## src/rtl/sdram_arb_pkg.sv

```systemverilog
// Shared types for the SDRAM channel-1 arbiter: port indices, FSM states, latched command.
package sdram_arb_pkg;

  localparam int NUM_PORTS  = 3;
  localparam int PORT_DL    = 0;
  localparam int PORT_SS    = 1;
  localparam int PORT_CORE  = 2;

  localparam int CMD_ADDR_W = 27;
  localparam int CMD_DATA_W = 32;

  typedef enum logic {IDLE, WAIT} state_t;

  typedef struct packed {
    logic                  rnw;
    logic [CMD_ADDR_W-1:0] addr;
    logic [3:0]            be;
    logic [CMD_DATA_W-1:0] din;
  } cmd_t;

endpackage

```

## src/rtl/sdram_arb_pick.sv

```systemverilog
// Grant selection among pending ports. Fixed priority (port 0 highest) by default;
// round-robin after the last granted port when SDRAM_ARB_RR_EN is defined.
module sdram_arb_pick
  import sdram_arb_pkg::*;
(
  input  logic [NUM_PORTS-1:0] pending,
  input  logic [1:0]           last,
  output logic [NUM_PORTS-1:0] gnt,
  output logic                 vld
);

`ifdef SDRAM_ARB_RR_EN
  int idx;
  always_comb begin
    gnt = '0;
    idx = 0;
    for (int k = 1; k <= NUM_PORTS; k++) begin
      idx = (int'(last) + k) % NUM_PORTS;
      if (gnt == '0 && pending[idx]) gnt[idx] = 1'b1;
    end
  end
`else
  logic unused_last;
  assign unused_last = ^last;
  // isolate lowest set bit: download > savestate > core
  assign gnt = pending & (~pending + NUM_PORTS'(1));
`endif

  assign vld = |pending;

endmodule

```

## src/rtl/sdram_arbiter.sv

```systemverilog
// Shares SDRAM channel 1 between download, savestate and core requesters using the
// pulse-req/pulse-done handshake, with a WAIT watchdog. Optional SDRAM_ARB_RR_EN: round-robin grant.
module sdram_arbiter
  import sdram_arb_pkg::*;
#(
  parameter int ADDR_W      = 27,
  parameter int DATA_W      = 32,
  parameter int TIMEOUT_CYC = 1023
) (
  input  logic                   clk1x,
  input  logic                   reset_n,
  input  logic [2:0]             req_ena,
  input  logic [2:0]             req_rnw,
  input  logic [3*ADDR_W-1:0]    req_addr,
  input  logic [3*4-1:0]         req_be,
  input  logic [3*DATA_W-1:0]    req_din,
  output logic [2:0]             req_done,
  output logic [DATA_W-1:0]      req_dout,
  output logic                   mem_req,
  output logic                   mem_rnw,
  output logic [ADDR_W-1:0]      mem_addr,
  output logic [3:0]             mem_be,
  output logic [DATA_W-1:0]      mem_din,
  input  logic                   mem_ready,
  input  logic [DATA_W-1:0]      mem_dout,
  output logic                   err_overrun,
  output logic                   err_timeout
);

  localparam int CNT_W = $clog2(TIMEOUT_CYC + 1);

  state_t                  state, state_nxt;
  logic [NUM_PORTS-1:0]    pending, pending_nxt, take, pick_gnt;
  cmd_t [NUM_PORTS-1:0]    lat;
  logic [1:0]              gnt_port, last, pick_idx;
  logic [CNT_W-1:0]        cnt, cnt_nxt;
  logic                    pick_vld, grant, fin, fin_ok, ovr_hit;

  sdram_arb_pick u_pick (
    .pending (pending),
    .last    (last),
    .gnt     (pick_gnt),
    .vld     (pick_vld)
  );

  always_comb begin
    pick_idx = '0;
    for (int i = 0; i < NUM_PORTS; i++)
      if (pick_gnt[i]) pick_idx = 2'(i);
  end

  always_comb begin
    state_nxt = state;
    take      = '0;
    grant     = 1'b0;
    fin       = 1'b0;
    fin_ok    = 1'b0;
    cnt_nxt   = cnt;
    case (state)
      IDLE: begin
        if (pick_vld) begin
          take      = pick_gnt;
          grant     = 1'b1;
          cnt_nxt   = '0;
          state_nxt = WAIT;
        end
      end
      WAIT: begin
        if (cnt != '1) cnt_nxt = cnt + CNT_W'(1);
        // a ready arriving on the expiry cycle still counts as success
        if (mem_ready) begin
          fin       = 1'b1;
          fin_ok    = 1'b1;
          state_nxt = IDLE;
        end else if (cnt == CNT_W'(TIMEOUT_CYC - 1)) begin
          fin       = 1'b1;
          state_nxt = IDLE;
        end
      end
      default: state_nxt = IDLE;
    endcase
  end

  // a pulse on the port being granted this cycle re-arms it rather than overrunning
  assign pending_nxt = (pending & ~take) | req_ena;
  assign ovr_hit     = |(req_ena & pending & ~take);

  always_ff @(posedge clk1x) begin
    if (!reset_n) begin
      state       <= IDLE;
      pending     <= '0;
      lat         <= '0;
      gnt_port    <= '0;
      last        <= 2'(PORT_CORE);
      cnt         <= '0;
      mem_req     <= 1'b0;
      mem_rnw     <= 1'b1;
      mem_addr    <= '0;
      mem_be      <= '0;
      mem_din     <= '0;
      req_done    <= '0;
      req_dout    <= '0;
      err_overrun <= 1'b0;
      err_timeout <= 1'b0;
    end else begin
      state    <= state_nxt;
      pending  <= pending_nxt;
      cnt      <= cnt_nxt;
      mem_req  <= grant;
      req_done <= '0;
      if (ovr_hit) err_overrun <= 1'b1;
      for (int i = 0; i < NUM_PORTS; i++) begin
        if (req_ena[i] && !(pending[i] && !take[i])) begin
          lat[i].rnw  <= req_rnw[i];
          lat[i].addr <= CMD_ADDR_W'(req_addr[i*ADDR_W +: ADDR_W]);
          lat[i].be   <= req_be[i*4 +: 4];
          lat[i].din  <= CMD_DATA_W'(req_din[i*DATA_W +: DATA_W]);
        end
      end
      if (grant) begin
        mem_rnw  <= lat[pick_idx].rnw;
        mem_addr <= ADDR_W'(lat[pick_idx].addr);
        mem_be   <= lat[pick_idx].be;
        mem_din  <= DATA_W'(lat[pick_idx].din);
        gnt_port <= pick_idx;
        last     <= pick_idx;
      end
      if (fin) begin
        req_done[gnt_port] <= 1'b1;
        req_dout           <= fin_ok ? mem_dout : '0;
        if (!fin_ok) err_timeout <= 1'b1;
      end
    end
  end

endmodule

```

## config.mk

```make
export PLATFORM = sky130hd
export DESIGN_NAME = sdram_arbiter
export DESIGN_NICKNAME = d
export VERILOG_FILES = /design/src/rtl/sdram_arb_pkg.sv /design/src/rtl/sdram_arb_pick.sv /design/src/rtl/sdram_arbiter.sv
export SDC_FILE = /design/constraint.sdc
export NUM_CORES = 1
export LEC_CHECK = 0
export BUFFER_PORTS_ARGS = -buffer_cell sky130_fd_sc_hd__buf_2
export CAP_MARGIN = 40
export CORE_ASPECT_RATIO = 0.75
export CORE_UTILIZATION = 46
export CTS_BUF_LIST = sky130_fd_sc_hd__clkbuf_16
export CTS_CLUSTER_DIAMETER = 80
export DETAILED_ROUTE_END_ITERATION = 10
export PLACE_DENSITY = 0.71
export SLEW_MARGIN = 15
export SYNTH_ARGS = -nofsm -noshare
export SYNTH_HDL_FRONTEND = slang
export SYNTH_SLANG_ARGS = --single-unit
```

## constraint.sdc

```tcl
create_clock -name clk1x -period 2.07 [get_ports clk1x]
set_input_delay 0.414 -clock clk1x [delete_from_list [all_inputs] [get_ports clk1x]]
set_output_delay 0.414 -clock clk1x [all_outputs]
set_load 0.1 [all_outputs]
```

# Word level (Yosys, flattened, before mapping)

Cells that the tools add are included.

Register bits after elaboration: 310
Memories: 0
Memory bits (read-only): 0
Memory bits (writable): 0
Bits in latches: 0
Input port bits: 230
Output and inout port bits: 102
Word-level logic and storage cells: 83

Muxes and demuxes: 22
Divide/modulo/power cells: 0
Multiply operators: 0
Equal/unequal tests: 4
Reductions and logical operators: 18
Order comparisons: 3
Add/sub/neg operators: 2
Shifts and indexed selects: 0
Bitwise logic cells: 9

Operator list:

| kind                                                              | count |
|---|---|
| binary-select mux 64 bit (select 2 bit)                           | 1 |
| 2-to-1 mux 64 bit                                                 | 1 |
| 2-to-1 mux 32 bit                                                 | 1 |
| 2-to-1 mux 10 bit                                                 | 2 |
| one-hot mux 10 bit (2 select lines)                               | 1 |
| bitwise AND 3 bit                                                 | 4 |
| 2-to-1 mux 1 bit                                                  | 11 |
| adder 10 x 1 -> 10 bit, second input constant                     | 1 |
| equality test 10 bit, second input constant                       | 1 |
| inequality test 10 bit, second input constant                     | 1 |
| logical AND 1 bit                                                 | 7 |
| logical NOT 1 bit                                                 | 6 |
| < comparator 2 x 3 -> 1 bit, second input constant                | 2 |
| 2-to-1 mux 3 bit                                                  | 2 |
| NOT 3 bit                                                         | 2 |
| AND reduction 2 bit                                               | 3 |
| OR reduction 3 bit                                                | 2 |
| adder 3 x 1 -> 3 bit, second input constant                       | 1 |
| OR 3 bit                                                          | 1 |
| demux 1 bit (select 2 bit)                                        | 1 |
| greater-or-equal comparator 2 x 1 -> 1 bit, second input constant | 1 |
| 2-to-1 mux 2 bit                                                  | 1 |
| inequality test 2 x 1 -> 1 bit, second input constant             | 1 |
| inequality test 2 bit, second input constant                      | 1 |
| 2 further kinds                                                   | 3 |

# Depth between registers and ports, before layout

Word-level depth: 9
Gate-level depth with buffers: 8

# Modules after synthesis

Synthesis repeated with hierarchy kept, for this count alone.

Cell total of the unflattened synthesis: 1598
Area total of the unflattened synthesis: 12553.3 µm²

By module, submodules not included:

| module         | area each (µm²) | sequential area each (µm²) | cells each | instances |
|---|---|---|---|---|
| sdram_arbiter  | 12525.8         | 6226.0                     | 1594       | 1 |
| sdram_arb_pick | 27.5            | 0.0                        | 4          | 1 |

# Worst setup path before layout

OpenSTA, ideal clock, no wires.

Path kind: register -> register
Start: register cnt[0]
End: register cnt[5]
Cell stages (with the launch flop): 6
Required time: 1.950 ns
Data arrival time: 1.391 ns
Path buffers: 0
Slack: 0.559 ns
Path through: dfxtp_1 ha_1 nand3_1 o311a_4 and3_1 a211o_1

Longest elaborated chain between the ends: 3
Elaborated cells on any way between the ends: 6
Those cells by class: add/sub: 1; eq/ne: 2; mux: 2; reduce/logical: 1

Ends and longest elaborated chain:

| what                                                                       | RTL line             | source |
|---|---|---|
| start, declared                                                            | sdram_arbiter.sv:36  | `logic [CNT_W-1:0] cnt, cnt_nxt;` |
| start signal, assigned                                                     | sdram_arbiter.sv:108 | `cnt <= cnt_nxt;` |
| adder 10 x 1 -> 10 bit or inequality test 10 bit (tied branches)           | sdram_arbiter.sv:69  | `if (cnt != '1) cnt_nxt = cnt + CNT_W'(1);` |
| 2-to-1 mux 10 bit or inequality test 2 x 1 -> 1 bit (tied branches)        | -                    |  |
| one-hot mux 10 bit (2 select lines) or AND reduction 2 bit (tied branches) | -                    |  |

Several ways; a longest one is shown, not always the timed one. The select of a mux whose other input is x is not followed.
A chain may end at the register's enable or synchronous reset.

# Worst setup path after layout

Start: register pending[1]
End: register lat[180] (netlist name)

Longest elaborated chain between the ends: 9
Elaborated cells on any way between the ends: 10
Those cells by class: add/sub: 1; mux: 2; bitwise: 2; reduce/logical: 5

Ends and longest elaborated chain:

| what                   | RTL line             | source |
|---|---|---|
| start, declared        | sdram_arbiter.sv:33  | `logic [NUM_PORTS-1:0] pending, pending_nxt, take, pick_gnt;` |
| start signal, assigned | sdram_arbiter.sv:107 | `pending <= pending_nxt;` |
| NOT 3 bit              | sdram_arb_pick.sv:26 | `assign gnt = pending & (~pending + NUM_PORTS'(1));` |
| adder 3 x 1 -> 3 bit   | sdram_arb_pick.sv:26 |  |
| bitwise AND 3 bit      | sdram_arb_pick.sv:26 |  |
| 2-to-1 mux 3 bit *     | sdram_arbiter.sv:61  | `if (pick_vld) begin` |
| 2-to-1 mux 3 bit *     | sdram_arbiter.sv:59  | `case (state)` |
| logical NOT 1 bit *    | sdram_arbiter.sv:113 | `if (req_ena[i] && !(pending[i] && !take[i])) begin` |
| logical AND 1 bit *    | sdram_arbiter.sv:113 |  |
| logical NOT 1 bit *    | sdram_arbiter.sv:113 |  |
| logical AND 1 bit *    | sdram_arbiter.sv:113 |  |
| end, declared          | sdram_arbiter.sv:34  | `cmd_t [NUM_PORTS-1:0] lat;` |

Mark *: on every way between the ends. The rest lies on a longest branch, timed or not.

==> results.yml <==
grt:
  antenna_found_initial: 11
  grt_pass1_vias: 10730
  grt.total_usage_pct: 25.22
  grt_start_max_net_pins: 112
  first_pass_grt_wire_length_mm: 55.61
  grt_remaining_overflow: 0
route:
  drtAntennaViolNets: 0
  total_via_count_in_the_routed_design: 11410
  routed_wirelength_mm: 36.08
  drc: 0
  post_drt_wl_per_cell_um: 17.16
  drt_pass1_iterations: 5
  drt_iter0_markers: 776
  routed_via_density: 5.430
worst_setup_path:
  cp_slowest_stage_delay_ps: 570
  path_depth: 5
  setup.worst_path.start_class: "flop"
  worst-endpoint-arrival_ps: 2310
  cp_capture_type: "flop"
  critical_path_buf_inv_count: 1
  worst_endpoint_required_time_ps: 2540
  crit-reg2reg-launch: "pending[1]$_SDFF_PN0_"
  rrSetupSlack_ps: 230
  crit_chain: "o31a_1 > nand2b_2 > buf_4 > nand2_1 > a21oi_1"
  crit_path_max_fanout: 31
  worst_path_dominant_cell_family: "flip-flops"
  timing.critical_path.slowest_stage_cell: "sky130_fd_sc_hd__dfxtp_1"
  worst-r2r-cell-count: 5
  timing_worst_setup_path_type: "reg -> reg"
  regToRegEndpoint: "lat[180]$_SDFFE_PN0P_"
yosys:
  netlist_area_um2: 12400
  syn-num-nets: 1700
  synth-compound-area-share_pct: 20.58
  synth_xor_xnor_area_share_pct: 0.1413
  synth_simple_gate_area_share_pct: 17.71
  post_synth_fa_ha_maj_area_fraction_pct: 0.2018
  seq_area_frac_synth_pct: 50.05
  post_synth_inst_count: 1468
  share_of_cell_area_taken_by_muxes_after_synthesis_pct: 5.348
  synthesis.yosys.warnings: 0
  postSynthAreaPerCell_um2: 8.447
  synth.distinct_cells: 54
  post-synth-top-area-cell: "sky130_fd_sc_hd__dfxtp_1"
  area_share_of_the_largest_cell_type_after_synthesis_pct: 50.05
  netlist_top_cells_area: "sky130_fd_sc_hd__dfxtp_1 50%, sky130_fd_sc_hd__nand2_1 14%, sky130_fd_sc_hd__a21oi_1 8.1%, sky130_fd_sc_hd__mux2i_1 5.2%, sky130_fd_sc_hd__a22o_1 4.5%"
  postSynthRegisterBits: 310
  synth_top_family_by_area: "compound AO/OA/AOI/OAI gates"
cells_and_area:
  n_fill_cell: 2404
  finalNonFillerCells: 2102
  mostFrequentLayoutCell: "sky130_fd_sc_hd__nand2_1"
  multiInputGateArea_um2: 5487
  drive_above_1_share_pct: 23.99
  area_delta_synth_final_pct: 22.62
  ff_latch_area_um2: 6210
  layout_common_cells: "455 x sky130_fd_sc_hd__nand2_1, 331 x sky130_fd_sc_hd__buf_2, 309 x sky130_fd_sc_hd__dfxtp_1, 201 x sky130_fd_sc_hd__a21oi_1"
  fin_nets: 1961
sta:
  final.period_utilization_pct: 89.11
  rsz0062_at_grt: "no"
  report.final.slew_viol_count: 0
  hold_viol: 0
  slew-limit-headroom_pct: 42.93
  fin_tns_setup_ps: 0
  worst_slack_ps: 225.4
  min_period_ps: 1845
  max_slew.worst_pin.slew_ps: 856.0
  report.final.setup_viol: 0
  fmax_mhz: 542.1
  final.setup_skew_ps: 7.275
job:
  max_cap_violations: 0
cts:
  cts.path.max_buffers: 3
  worst_skew_pair.late_latency_ps: 550
  post_cts.resized_instances: 0
  h-tree-depth: 1
  cts-root-buf: "sky130_fd_sc_hd__clkbuf_16"
  cts-buffers-inserted: 31
  reg_clk_slew_reported_paths_ps: 60
  cts_num_sinks: 310
  cts_tree: "done"
  post_cts_hold_buffer_count: 0
  post_cts_buffers: 0
hold_path:
  min_from: "req_din[53]"
  min-delay-path-class: "in -> reg"
  worst_hold_path.num_cells: 3
  worst_case_hold_path_end_point: "lat[85]$_SDFFE_PN0P_"
die:
  die-area_um2: 27630
  core_area_um2: 26230
  design.portCount: 332
  initial_utilization_pct: 47.28
  number_of_placement_rows: 51
  dieHeight_um: 144.2
  die_x_um: 191.6
placement:
  final_replace_weighted_congestion: 0.8168
  placedCellCount: 2040
  port_buffers: 331
  placement.setup.worst_slack_ps: 265.4
  place.detailed.hpwl_mm: 23.09
power:
  power_frac_seq_pct: 45.6
  power.share.clock_pct: 37.5
  worst_ir_drop_on_vdd_mv: 0.6663
  p_int_mw: 10.06
  switchingPower_mw: 4.202
  combinationalPowerShare_pct: 16.9
  p_sw_share_pct: 29.47
  power_density_nw_per_um2: 937.7
  leakage_nw: 6.683
outcome:
  run_status: "completed"
tightest hold or removal path, delay by kind of cell:
kind                   cells  cell delay, ps
AOI/OAI and AO/OA          1              50
buffers and inverters      1              90
and+or+nand+nor            1              40
layout make-up:
type | instances | area share [%]
clock inverter | 24 | 1.168
multi-input combinational | 1023 | 36.08
clock buffer | 31 | 5.102
sequential | 310 | 40.84
tap | 344 | 2.831
timing repair buffer | 358 | 13.71
antenna | 7 | 0.1152
inverter | 5 | 0.1563
metal layers:
| layer | wire [um] | global-route usage [%] |
|---|---|---|
| met5 | 66 | 0 |
| met4 | 945 | 8.521 |
| met3 | 3021 | 5.727 |
| met2 | 16200 | 40.24 |
| met1 | 15850 | 33.63 |
synth_stat cells, drive strengths merged:
library cell and n:
nand2 458, dfxtp 310, a21oi 201, buf 72
o21ai 67, a22o 66, mux2i 64, clkbuf 58
nand3 40, a31oi 35, a311oi 32, nor2 10
nor3 7, and3 5, inv 5, nor3b 4
and2 3, a211o 2, and4 2, ha 2
mux2 2, nand2b 2, nand4 2, o21a 2
o31ai 2, a41oi 1, nor2b 1, nor4 1
nor4bb 1, o2111ai 1, o211ai 1, o22ai 1
o311a 1, o31a 1, o41ai 1, or2 1
or3 1, or4 1, xnor2 1, xor2 1
flip-flops by register name, summed over array words and instances (netlist names):
name         cells
mem_din         32
mem_rnw          1
err_timeout      1
req_dout        32
state            1
mem_be           4
err_overrun      1
pending          3
req_done         3
lat            192
mem_req          1
cnt             10
mem_addr        27
gnt_port         2
metrics by stage:
step | total power, mW | util, % | hold slack (ps) | area, um2
6_report | 14.26 | 57.98 | 98.26 | 15210
5_1_grt | 14.81 | 57.95 | 87.11 | 15200
4_1_cts | 14.36 | 57.91 | 74.80 | 15190
3_5_place_dp | 9.040 | 54.28 | 446.0 | 14230
3_3_place_gp | 8.997 | 54.28 | 441.2 | 14230
2_1_floorplan | 8.333 | - | 432.9 | 12400
power by group through the flow:
stage                     clock network, mW  registers, mW  logic [mW]
after floorplan                           0           7.29        1.05
after global placement                    0           6.62        2.38
after detailed placement                  0           6.63        2.41
final                                  5.34           6.51        2.41
after CTS                              5.44           6.50        2.41
after global routing                   5.68           6.54        2.58
how the worst max path moves through the flow:
stage | from | to
after floorplan | cnt[0]$_SDFFE_PN0P_ | cnt[5]$_SDFFE_PN0P_
after global placement | pending[0]$_SDFF_PN0_ | mem_addr[13]$_SDFFE_PN0P_
after detailed placement | state$_SDFF_PN0_ | req_dout[0]$_SDFFE_PN0P_
after CTS | mem_din[17]$_SDFFE_PN0P_ | mem_din[17]
after global routing | state$_SDFF_PN0_ | req_dout[0]$_SDFFE_PN0P_
final | pending[1]$_SDFF_PN0_ | lat[180]$_SDFFE_PN0P_
cells by family (layout without fill, tap and decap cells):
logic type                 after synthesis  in the layout
other                                    0              7
DFF                                    310            310
buffers and inverters                  135            418
muxes                                   66             66
and+or+nand+nor                        539            539
adders and majority gates                2              2
xor gates and xnor gates                 2              2
AOI/OAI and AO/OA                      414            414
(Power assumes the default switching activity.)
